<file path="config.mk">
export PLATFORM = sky130hd
export DESIGN_NAME = fp_to_int_converter
export DESIGN_NICKNAME = d
export VERILOG_FILES = /design/src/rtl/fp32_pkg.sv /design/src/rtl/fp32_unpack.sv /design/src/rtl/fp_to_int_converter.sv
export SDC_FILE = /design/constraint.sdc
export NUM_CORES = 1
export LEC_CHECK = 0
export BUFFER_PORTS_ARGS = -buffer_cell sky130_fd_sc_hd__buf_2
export CAP_MARGIN = 5
export CORE_ASPECT_RATIO = 0.75
export CORE_MARGIN = 2
export CORE_UTILIZATION = 59
export CTS_CLUSTER_DIAMETER = 80
export DETAILED_ROUTE_END_ITERATION = 8
export PLACE_DENSITY = 0.81
export SYNTH_ARGS = -nofsm -noshare
export SYNTH_HDL_FRONTEND = slang
export SYNTH_SLANG_ARGS = --single-unit
</file>
<file path="constraint.sdc">
create_clock -name clk -period 5.6 [get_ports clk]
set_input_delay 0.56 -clock clk [delete_from_list [all_inputs] [get_ports clk]]
set_output_delay 0.56 -clock clk [all_outputs]
set_load 0.02 [all_outputs]
</file>
<file path="src/rtl/fp32_pkg.sv">
// Shared constants, FSM states and the unpacked-operand bundle
// for the float-to-integer converter.
package fp32_pkg;

  localparam int FRAC_W = 23;
  localparam int EXP_W  = 8;

  localparam logic [EXP_W-1:0] BIAS        = 8'd127;
  localparam logic [EXP_W-1:0] EXP_MAX     = 8'd255;
  localparam logic [EXP_W-1:0] INT_EXP_MAX = 8'd158;
  localparam logic [EXP_W-1:0] EXP_UNIT    = 8'd150;

  localparam logic [31:0] QNAN_SAT = 32'h7FFF_FFFF;
  localparam logic [31:0] NEG_SAT  = 32'h8000_0000;

  typedef enum logic [1:0] {
    IDLE,
    SHIFT,
    DONE
  } state_t;

  typedef struct packed {
    logic        sign;
    logic [23:0] mant;
    logic        dir;
    logic [4:0]  n;
    logic        forced;
    logic [31:0] res;
    logic        ovf;
    logic        inx;
  } unpack_t;

endpackage

</file>
<file path="src/rtl/fp32_unpack.sv">
// Classifies a single-precision float and derives the shift
// plan or the forced result for integer conversion.
module fp32_unpack
  import fp32_pkg::*;
(
  input  logic [31:0] in_data,
  output unpack_t     u
);

  logic              sign;
  logic [EXP_W-1:0]  exp;
  logic [FRAC_W-1:0] frac;
  logic [EXP_W-1:0]  d_right;
  logic [EXP_W-1:0]  d_left;
  logic              is_special;
  logic              is_small;
  logic              is_big;
  logic              is_right;
  logic              is_left;
  logic              is_min_int;

  assign sign = in_data[31];
  assign exp  = in_data[FRAC_W +: EXP_W];
  assign frac = in_data[FRAC_W-1:0];

  assign d_right = EXP_UNIT - exp;
  assign d_left  = exp - EXP_UNIT;

  // Classes are disjoint so the decoder below stays one-hot.
  assign is_special = (exp == EXP_MAX);
  assign is_small   = (exp < BIAS);
  assign is_big     = (exp >= INT_EXP_MAX) && !is_special;
  assign is_right   = (exp >= BIAS) && (exp < EXP_UNIT);
  assign is_left    = (exp >= EXP_UNIT) && (exp < INT_EXP_MAX);
  assign is_min_int = sign && (exp == INT_EXP_MAX) && (frac == '0);

  always_comb begin
    u        = '0;
    u.sign   = sign;
    u.mant   = {exp != '0, frac};
    unique case (1'b1)
      is_special: begin
        u.forced = 1'b1;
        u.ovf    = 1'b1;
        u.res    = (frac != '0 || !sign) ? QNAN_SAT : NEG_SAT;
      end
      is_small: begin
        u.forced = 1'b1;
        u.res    = '0;
        u.inx    = (exp != '0) || (frac != '0);
      end
      is_big: begin
        u.forced = 1'b1;
        u.ovf    = !is_min_int;
        u.res    = sign ? NEG_SAT : QNAN_SAT;
      end
      is_right: begin
        u.dir = 1'b1;
        u.n   = d_right[4:0];
      end
      is_left: begin
        u.dir = 1'b0;
        u.n   = d_left[4:0];
      end
      default: u.forced = 1'b1;
    endcase
  end

endmodule

</file>
<file path="src/rtl/fp_to_int_converter.sv">
// Sequential float32 to int32 converter: unpack, iterative
// denormalising shift, sign application, saturation flags.
module fp_to_int_converter
  import fp32_pkg::*;
#(
  parameter int STEP = 1
) (
  input  logic        clk,
  input  logic        rst,
  input  logic        in_valid,
  output logic        in_ready,
  input  logic [31:0] in_data,
  output logic        out_valid,
  input  logic        out_ready,
  output logic [31:0] out_data,
  output logic        overflow,
  output logic        inexact
);

  localparam logic [4:0] STEP_N = 5'(STEP);

  state_t      state;
  state_t      state_nxt;
  unpack_t     u;

  logic [31:0] acc;
  logic [4:0]  remaining;
  logic        dir;
  logic        sign;
  logic        forced;
  logic        sticky;
  logic [31:0] f_res;
  logic        f_ovf;
  logic        f_inx;

  logic        accept;
  logic        last;
  logic [4:0]  amt;
  logic [31:0] shf_mask;
  logic [31:0] acc_shf;
  logic        sticky_nxt;
  logic [31:0] mag_fin;

  fp32_unpack u_unpack (
    .in_data (in_data),
    .u       (u)
  );

  assign in_ready  = (state == IDLE);
  assign out_valid = (state == DONE);
  assign accept    = in_valid && in_ready;

  always_comb begin
    last       = (remaining <= STEP_N);
    amt        = last ? remaining : STEP_N;
    shf_mask   = (32'h1 << amt) - 32'h1;
    acc_shf    = dir ? (acc >> amt) : (acc << amt);
    sticky_nxt = sticky | (dir & (|(acc & shf_mask)));
    // Zero stays zero: no negative-zero encoding exists anyway.
    mag_fin    = (sign && acc_shf != '0) ? (~acc_shf + 32'h1)
                                         : acc_shf;
  end

  always_ff @(posedge clk or posedge rst) begin
    if (rst) state <= IDLE;
    else     state <= state_nxt;
  end

  always_comb begin
    state_nxt = state;
    unique case (state)
      IDLE:    if (accept) state_nxt = SHIFT;
      SHIFT:   if (forced || last) state_nxt = DONE;
      DONE:    if (out_ready) state_nxt = IDLE;
      default: state_nxt = IDLE;
    endcase
  end

  always_ff @(posedge clk or posedge rst) begin
    if (rst) begin
      acc       <= '0;
      remaining <= '0;
      dir       <= 1'b0;
      sign      <= 1'b0;
      forced    <= 1'b0;
      sticky    <= 1'b0;
      f_res     <= '0;
      f_ovf     <= 1'b0;
      f_inx     <= 1'b0;
      out_data  <= '0;
      overflow  <= 1'b0;
      inexact   <= 1'b0;
    end else begin
      unique case (state)
        IDLE: begin
          if (accept) begin
            acc       <= {8'h00, u.mant};
            remaining <= u.n;
            dir       <= u.dir;
            sign      <= u.sign;
            forced    <= u.forced;
            f_res     <= u.res;
            f_ovf     <= u.ovf;
            f_inx     <= u.inx;
            sticky    <= 1'b0;
          end
        end
        SHIFT: begin
          if (forced) begin
            out_data <= f_res;
            overflow <= f_ovf;
            inexact  <= f_inx;
          end else if (last) begin
            out_data <= mag_fin;
            overflow <= 1'b0;
            inexact  <= sticky_nxt;
          end else begin
            acc       <= acc_shf;
            remaining <= remaining - amt;
            sticky    <= sticky_nxt;
          end
        end
        default: ;
      endcase
    end
  end

endmodule

</file>
* After elaboration in Yosys (flattened, before gate mapping)
Cells that the tools add are included.
** Storage, ports and cells
- Register bits after elaboration :: 111
- Input port bits :: 36
- Output and inout bits :: 36
- Logic and storage cells :: 99
** Cells by class
- $add $sub $neg :: 5
- Magnitude comparators :: 7
- Equal/unequal tests :: 9
- Shift-type cells :: 3
- Muxes and demuxes :: 32
- Bitwise operators :: 4
- Reductions and logical operators :: 26
** Operator list (number)
- 32-bit 2-to-1 mux :: 9
- 32-bit one-hot mux with 2 select lines :: 2
- 32-bit by 1-bit adder with 32-bit output (second input constant) :: 1
- 32-bit bitwise AND :: 1
- 32-bit inverter :: 1
- 32-bit nonzero test :: 1
- 32-bit OR reduction :: 1
- 1-bit by 5-bit << shifter with 32-bit output (first input constant) :: 1
- 32-bit by 5-bit << shifter with 32-bit output :: 1
- 32-bit by 5-bit right shift with 32-bit output :: 1
- 32-bit by 1-bit subtractor with 32-bit output (second input constant) :: 1
- 23-bit logical NOT :: 1
- 23-bit nonzero test :: 1
- 5-bit 2-to-1 mux :: 4
- 8-bit equality test (second input constant) :: 2
- 8-bit >= comparator (second input constant) :: 2
- 8-bit < comparator (second input constant) :: 2
- 6-bit one-hot mux with 2 select lines :: 1
- 5-bit one-hot mux with 2 select lines :: 1
- 1-bit 2-to-1 mux :: 9
- 8-bit by 7-bit >= comparator with 1-bit output (second input constant) :: 1
- 8-bit by 7-bit < comparator with 1-bit output (second input constant) :: 1
- 8-bit nonzero test :: 1
- 1-bit logical AND :: 7
- 21 further kinds :: 33

* Longest topological paths before layout
Gate-level depths: netlist of the first run.
- Depth after elaboration :: 11
- Mapped depth :: 16
- Depth with buffers taken out :: 12

* By module
A second synthesis of the first run with hierarchy kept.
** Second synthesis, totals
- Cells, all modules :: 977
- Area, all modules :: 7641.1 um^2
** Modules (own cells, without submodules)
- fp_to_int_converter :: instances 1, cells each 856, area an instance 6794.0 um^2, sequential area each 2777.7 um^2
- fp32_unpack :: instances 1, cells each 121, area an instance 847.1 um^2, sequential area each 0.0 um^2

* Least setup slack after synthesis of the first run
No wires, ideal clock.
- Kind :: register to register
- Start :: reg dir
- End :: reg out_data[7]
- Library setup time :: 0.071 ns
- Data arrival time :: 3.838 ns
- Data required time :: 5.529 ns
- Path slack :: 1.691 ns
- Stages on the path, launching flop included :: 17
- Buffers on the path :: 6
- Clock period less this slack :: 3.909 ns
- Cell sequence :: dfrtp_1 clkbuf_1 buf_2 buf_1 clkbuf_1 clkbuf_1 mux2i_1 nor2_1 a21oi_1 ha_1 a21boi_1 nand4_2 o31ai_4 buf_6 a31oi_1 or3_1 nand4_1
** Between the ends
- Cells in the longest elaborated chain, start to end :: 6
- Elaborated cells on any way between the ends :: 8
- Classes of those cells :: 1 x add/sub; 4 x mux; 1 x bitwise; 2 x reduce/logical
** RTL lines
- from (decl) :: RTL line fp_to_int_converter.sv:28 : logic dir;
- from (signal assigned) :: RTL line fp_to_int_converter.sv:99 : dir <= u.dir;
- 32-bit 2-to-1 mux * :: RTL line fp_to_int_converter.sv:57 : acc_shf = dir ? (acc >> amt) : (acc << amt);
- 32-bit inverter or 32-bit nonzero test (tied branches) :: RTL line fp_to_int_converter.sv:60 : mag_fin = (sign && acc_shf != '0) ? (~acc_shf + 32'h1)
- 32-bit by 1-bit adder with 32-bit output or 1-bit logical AND (tied branches) :: RTL line fp_to_int_converter.sv:60
- 32-bit 2-to-1 mux * :: RTL line fp_to_int_converter.sv:60
- 32-bit 2-to-1 mux * :: RTL line fp_to_int_converter.sv:113 : end else if (last) begin
- 32-bit 2-to-1 mux * :: RTL line fp_to_int_converter.sv:109 : if (forced) begin
- to (signal assigned) :: RTL line fp_to_int_converter.sv:110 : out_data <= f_res;
- to (signal assigned) :: RTL line fp_to_int_converter.sv:114 : out_data <= mag_fin;
- to (decl) :: RTL line fp_to_int_converter.sv:15 : output logic [31:0] out_data,
Mark *: on every way between the ends. The rest lies on a longest branch, timed or not. The select of a mux whose other input is x is not followed.
A chain may end at the register's enable or synchronous reset.

* Worst setup path after layout of the first run
- Start :: reg remaining[2]
- End :: reg out_data[5]
** Between the ends
- Cells in the longest elaborated chain, start to end :: 9
- Elaborated cells on any way between the ends :: 14
- Classes of those cells :: 1 x add/sub; 1 x order compare; 2 x shift; 5 x mux; 1 x bitwise; 4 x reduce/logical
** RTL lines
- from (decl) :: RTL line fp_to_int_converter.sv:27 : logic [4:0] remaining;
- from (signal assigned) :: RTL line fp_to_int_converter.sv:98 : remaining <= u.n;
- from (signal assigned) :: RTL line fp_to_int_converter.sv:119 : remaining <= remaining - amt;
- 5-bit by 1-bit <= comparator with 1-bit output :: RTL line fp_to_int_converter.sv:54 : last = (remaining <= STEP_N);
- 5-bit 2-to-1 mux :: RTL line fp_to_int_converter.sv:55 : amt = last ? remaining : STEP_N;
- 32-bit by 5-bit << shifter with 32-bit output or 32-bit by 5-bit right shift with 32-bit output (tied branches) :: RTL line fp_to_int_converter.sv:57
- 32-bit 2-to-1 mux :: RTL line fp_to_int_converter.sv:57
- 32-bit inverter or 32-bit nonzero test (tied branches) :: RTL line fp_to_int_converter.sv:60
- 32-bit by 1-bit adder with 32-bit output or 1-bit logical AND (tied branches) :: RTL line fp_to_int_converter.sv:60
- 32-bit 2-to-1 mux :: RTL line fp_to_int_converter.sv:60
- 32-bit 2-to-1 mux :: RTL line fp_to_int_converter.sv:113
- 32-bit 2-to-1 mux :: RTL line fp_to_int_converter.sv:109
Parallel ways exist; a longest one is shown, timed or not. The select of a mux whose other input is x is not followed.

==> results.json, run 1 <==
{
  "dr.pass1.iters": 7,
  "grt_max_degree": 82,
  "drc": 0,
  "dieArea_um2": 10800,
  "fmax_mhz": 226,
  "clk_latency_ns": 0.34,
  "cp_slowest_cell": "nor4_2",
  "routed_via_density": 6.44,
  "cts_setup_buffers": 0,
  "synth-edff-count": 0,
  "cp.depth": 13,
  "async_flop_share_pct": 100,
  "r2r_setup_slack_ns": 1.18,
  "fin_crit_sh_pct": 78.9,
  "dp_slack_ns": 1.30,
  "p_sw_mw": 2.37,
  "p_per_area_nw_per_um2": 688,
  "cpMostUsedCell": "nor2_1",
  "p_int_mw": 2.17,
  "multi_input_area_um2": 3540,
  "num_rows": 31,
  "cp_top_family": "simple AND/OR/NAND/NOR gates",
  "drt_wl_total_um": 17800,
  "final_common_cell": "nand2_1",
  "synth_area_um2": 5910,
  "grt_pass1_vias": 5337,
  "finalSetupTns_ns": 0,
  "crit_path_end": "out_data[5]",
  "n_fill_cell": 847,
  "cts_tree": "built",
  "final_cell_mix": "nand2_1 (89), o21ai_0 (81), dfrtp_1 (80)",
  "place_hpwl_um": 12800,
  "synth-seq-area-share_pct": 34.3,
  "cp.required_ns": 5.86,
  "cp_max_fo": 32,
  "start_util_pct": 61.0,
  "reg2reg_depth": 13,
  "finClkSkew_ns": 0.00678,
  "core_um2": 9700,
  "dp_cells": 911,
  "outcome": "finished clean",
  "antenna_cells": 0,
  "fin_crit_ns": 4.42,
  "seqPwrFrac_pct": 26.4,
  "final_max_slew_viol_count": 0,
  "combPwrFrac_pct": 58.5,
  "r2r-end": "out_data[5]",
  "post_synth.cell_area_avg_um2": 7.73,
  "drive_above_1_share_pct": 15.5,
  "irDropWorstVdd_mv": 0.447,
  "worstMarginPinSlew_ns": 1.09,
  "fp.dieW_um": 120,
  "wl_per_cell_um": 19.2,
  "yosys_warnings": 0,
  "grt_use_total_pct": 33.6,
  "syn2layout_area_growth_pct": 11.6,
  "min_path_type": "in -> reg",
  "synthFlopType": "dfrtp_1",
  "synth-seq-cells": 81,
  "max_stage_delay_ns": 0.79,
  "crit_path_start": "remaining[2]",
  "synthDistinctLibCells": 64,
  "crit_type": "reg -> reg",
  "r2r_start": "remaining[2]",
  "finalSetupViolations": 0,
  "io_buffers": 71,
  "ctsResizeCount": 0,
  "vias": 5973,
  "clock_power_share_pct": 15.1,
  "rsz0062_at_grt": "no",
  "syn_nets": 810,
  "cts_root_buf": "clkbuf_16",
  "cts_buffer_depth": 2,
  "hold_viol": 0,
  "antenna_found_initial": 0,
  "regArea_um2": 2030,
  "fin_nets": 835,
  "syn-instance-count": 765,
  "antenna_left": 0,
  "path_buf_inv": 2,
  "switching_share_pct": 52.2,
  "worst_slack_ns": 1.18,
  "grt_first_pass_wirelength_um": 28800,
  "path_clk_slew_ns": 0.07,
  "numCtsBuffers": 9,
  "maxCapViolations": 0,
  "end_kind": "flop",
  "ctsHoldBuffers": 0,
  "cp_cell_sequence": "nor4_2, nand2_2, inv_2, nor2_1, a21oi_1, ha_1, a21boi_1, nand4_2, o31ai_4, buf_4, nor2_1, or3_1, nand4_1",
  "final_util_pct": 68.1,
  "ioPinCount": 72,
  "gp_congestion": 0.966,
  "cts_max_level": 3,
  "cp.arrival_ns": 4.68,
  "cts.sinks": 81,
  "die_h_um": 90.7,
  "startpoint_type": "flop",
  "stdcell_count": 927,
  "overflow": 0,
  "slew_headroom_pct": 27.5,
  "leakage_nw": 2.81,
  "drt_iter0_drc": 729
}
-- cell families after synthesis --
family / after synthesis / share of synthesized area, %
compound gates: 227 / 23.1
simple gates: 305 / 25.9
buf+inv: 88 / 5.99
mux: 31 / 5.25
xor+xnor: 24 / 3.55
fa+ha+maj: 9 / 1.90
flops: 81 / 34.3
-- cell usage after synthesis, drive strengths merged, types with 13 or more instances --
cell type / count / area [um^2]
a21oi: 68 / 340
buf: 13 / 72.6
clkbuf: 57 / 214
dfrtp: 81 / 2030
inv: 16 / 60.1
mux2i: 31 / 310
nand2: 90 / 340
nand3: 23 / 115
nand4: 13 / 93.8
nor2: 78 / 293
nor3: 25 / 125
nor3b: 17 / 133
o211ai: 19 / 148
o21ai: 84 / 420
or4: 14 / 113
xor2: 19 / 166
-- layer usage --
layer	track usage (%)	part of all wire, %	vias up
li1	-	-	2809
met1	52.1	46	2821
met3	7.89	9.9	35
met2	45.9	42	308
met4	10.0	2.0	0
met5	0	0	-
-- worst min-delay path by stage --
stage,startpoint,end,slack (ns),cells past startpoint
floorplan,f_res[31],f_res[31],0.44,2
global placement,out_data[6],out_data[6],0.45,2
detailed placement,f_res[31],f_res[31],0.46,2
CTS,in_data[31],sign,0.45,3
global route,out_ready,state[1],0.47,2
finish,out_ready,state[1],0.47,2
-- flip-flops by register name, summed over array words and instances, names as in the netlist --
name and cells:
acc 32, out_data 32, remaining 5, f_res 2, state 2, dir 1
f_inx 1, f_ovf 1, forced 1, inexact 1, overflow 1, sign 1
sticky 1
-- cell type report --
type / count / area share, %
Multi-Input combinational cell: 596 / 53.6
Sequential cell: 81 / 30.7
Timing Repair Buffer: 84 / 6.86
Clock buffer: 10 / 3.47
Tap cell: 132 / 2.50
Clock inverter: 6 / 1.74
Inverter: 18 / 1.04
-- through the flow --
stage	area (um^2)	hold slack, ns	power (mW)
floorplan	5910	0.442	3.02
detailed placement	6250	0.462	3.77
global route	6600	0.474	4.83
global placement	6250	0.451	3.70
CTS	6600	0.455	4.47
finish	6600	0.470	4.54
-- worst register-to-register path, cell delays in order, from the launching register on --
cell and delay (ns):
dfrtp_1 0.44, nor4_2 0.79, nand2_2 0.13, inv_2 0.43, nor2_1 0.12, a21oi_1 0.26
ha_1 0.25, a21boi_1 0.31, nand4_2 0.35, o31ai_4 0.46, buf_4 0.28, nor2_1 0.10
or3_1 0.33, nand4_1 0.10
-- power by group through the flow --
stage	Sequential, mW	Clock, mW	Combinational (mW)
floorplan	1.11	0	1.91
global placement	1.17	0	2.52
detailed placement	1.19	0	2.59
CTS	1.18	0.692	2.59
global route	1.23	0.720	2.88
finish	1.20	0.686	2.66
Power figures use the tool's default switching activity.
==> inputs of run 2 (changes only) <==
- clock period: 5.6 -> 4.4 ns (I/O delays scaled with it)
==> results.json, run 2 (synthesis results as in run 1) <==
{
  "fin_crit_sh_pct": 85.3,
  "antenna_left": 0,
  "cp_slowest_cell": "or4_1",
  "max_stage_delay_ns": 0.83,
  "final_max_slew_viol_count": 0,
  "p_per_area_nw_per_um2": 873,
  "maxCapViolations": 0,
  "grt_max_degree": 54,
  "finalSetupViolations": 0,
  "r2r-end": "out_data[7]",
  "final_common_cell": "nand2_1",
  "final_cell_mix": "nand2_1 (89), o21ai_0 (81), dfrtp_1 (80)",
  "antenna_found_initial": 0,
  "finClkSkew_ns": 0.00665,
  "cts_buffer_depth": 2,
  "overflow": 0,
  "rsz0062_at_grt": "no",
  "reg2reg_depth": 10,
  "hold_viol": 0,
  "leakage_nw": 2.83,
  "cp.arrival_ns": 4.01,
  "cts.sinks": 81,
  "vias": 6095,
  "r2r_start": "remaining[2]",
  "syn2layout_area_growth_pct": 12.0,
  "die_h_um": 90.7,
  "ctsHoldBuffers": 0,
  "grt_use_total_pct": 34.0,
  "fin_nets": 842,
  "antenna_cells": 0,
  "reg.largest.list": "acc x32, out_data x32, remaining x5",
  "outcome": "finished clean",
  "ctsResizeCount": 0,
  "drc": 0,
  "drive_above_1_share_pct": 16.2,
  "fin_crit_ns": 3.75,
  "drt_iter0_drc": 811,
  "cp.required_ns": 4.66,
  "cts_root_buf": "clkbuf_16",
  "end_kind": "flop",
  "min_path_type": "in -> async",
  "path_buf_inv": 2,
  "dieArea_um2": 10800,
  "worstMarginPinSlew_ns": 0.954,
  "start_util_pct": 61.0,
  "cp_cell_sequence": "or4_1, buf_4, or4_1, a32oi_1, nand4_1, o31ai_4, buf_4, a31oi_1, or3_1, nand4_1",
  "finalSetupTns_ns": 0,
  "num_rows": 31,
  "place_hpwl_um": 13000,
  "routed_via_density": 6.53,
  "p_total_mw": 5.78,
  "dr.pass1.iters": 5,
  "cts_tree": "built",
  "io_buffers": 71,
  "fmax_mhz": 266,
  "startpoint_type": "flop",
  "cts_max_level": 3,
  "dp_slack_ns": 0.724,
  "ioPinCount": 72,
  "slew_headroom_pct": 35.6,
  "numCtsBuffers": 9,
  "fp.dieW_um": 120,
  "crit_type": "reg -> reg",
  "core_um2": 9700,
  "drt_wl_total_um": 17900,
  "worst_slack_ns": 0.645,
  "cts_setup_buffers": 0,
  "cp.depth": 10,
  "path_clk_slew_ns": 0.06,
  "cp_top_family": "simple AND/OR/NAND/NOR gates",
  "grt_pass1_vias": 5451,
  "gp_congestion": 0.957,
  "irDropWorstVdd_mv": 0.422,
  "wl_per_cell_um": 19.2,
  "r2r_setup_slack_ns": 0.65,
  "grt_first_pass_wirelength_um": 29300,
  "cp_max_fo": 19,
  "clk_latency_ns": 0.35
}
==> run 2: changes by cell type in the layout (fill, tap and decap cells not counted) <==
| cell | before | now |
|---|---|---|
| clkinv_4 | 1 | 0 |
| clkbuf_1 | 1 | 0 |
| bufinv_16 | 3 | 2 |
| inv_6 | 1 | 2 |
| clkinv_2 | 1 | 2 |
| buf_4 | 13 | 20 |
==> run 2: final cells by class <==
cell class | instances | area (um^2)
flip-flops and latches | 81 | 2030
multi-input cells | 596 | 3540
inverters | 18 | 68.8
well taps | 132 | 165
clock inverters | 6 | 90.1
fillers | 812 | 3070
clock buffers | 9 | 225
repair buffers | 91 | 505
==> run 2: layer usage <==
layer | track usage, % | wire length (um) | share of wire, %
met5 | 0 | 0 | 0
met3 | 7.26 | 1850 | 10
met2 | 49.4 | 7640 | 43
met1 | 51.0 | 8020 | 45
met4 | 9.31 | 371 | 2.1
==> run 2: power breakdown <==
part           internal (mW)  switching [mW]  leakage, nW
clock network          0.497           0.314        0.152
registers               1.06           0.483         1.03
logic                   1.19            2.24         1.65
==> run 2: per-stage QoR <==
step / area [um^2] / hold slack [ns] / instances / util, %
floorplan: 5910 / 0.442 / 765 / -
global placement: 6310 / 0.456 / 918 / 65.0
detailed placement: 6310 / 0.466 / 918 / 65.0
CTS: 6620 / 0.196 / 933 / 68.3
global route: 6620 / 0.241 / 933 / 68.3
finish: 6620 / 0.171 / 933 / 68.3
==> run 2: worst max path at each step <==
stage	startpoint	to	slack, ns
CTS	remaining[2]	out_data[7]	0.74
floorplan	dir	out_data[7]	0.49
global placement	remaining[2]	out_data[7]	0.85
detailed placement	remaining[2]	out_data[7]	0.72
finish	remaining[2]	out_data[7]	0.65
global route	remaining[2]	out_data[5]	0.52
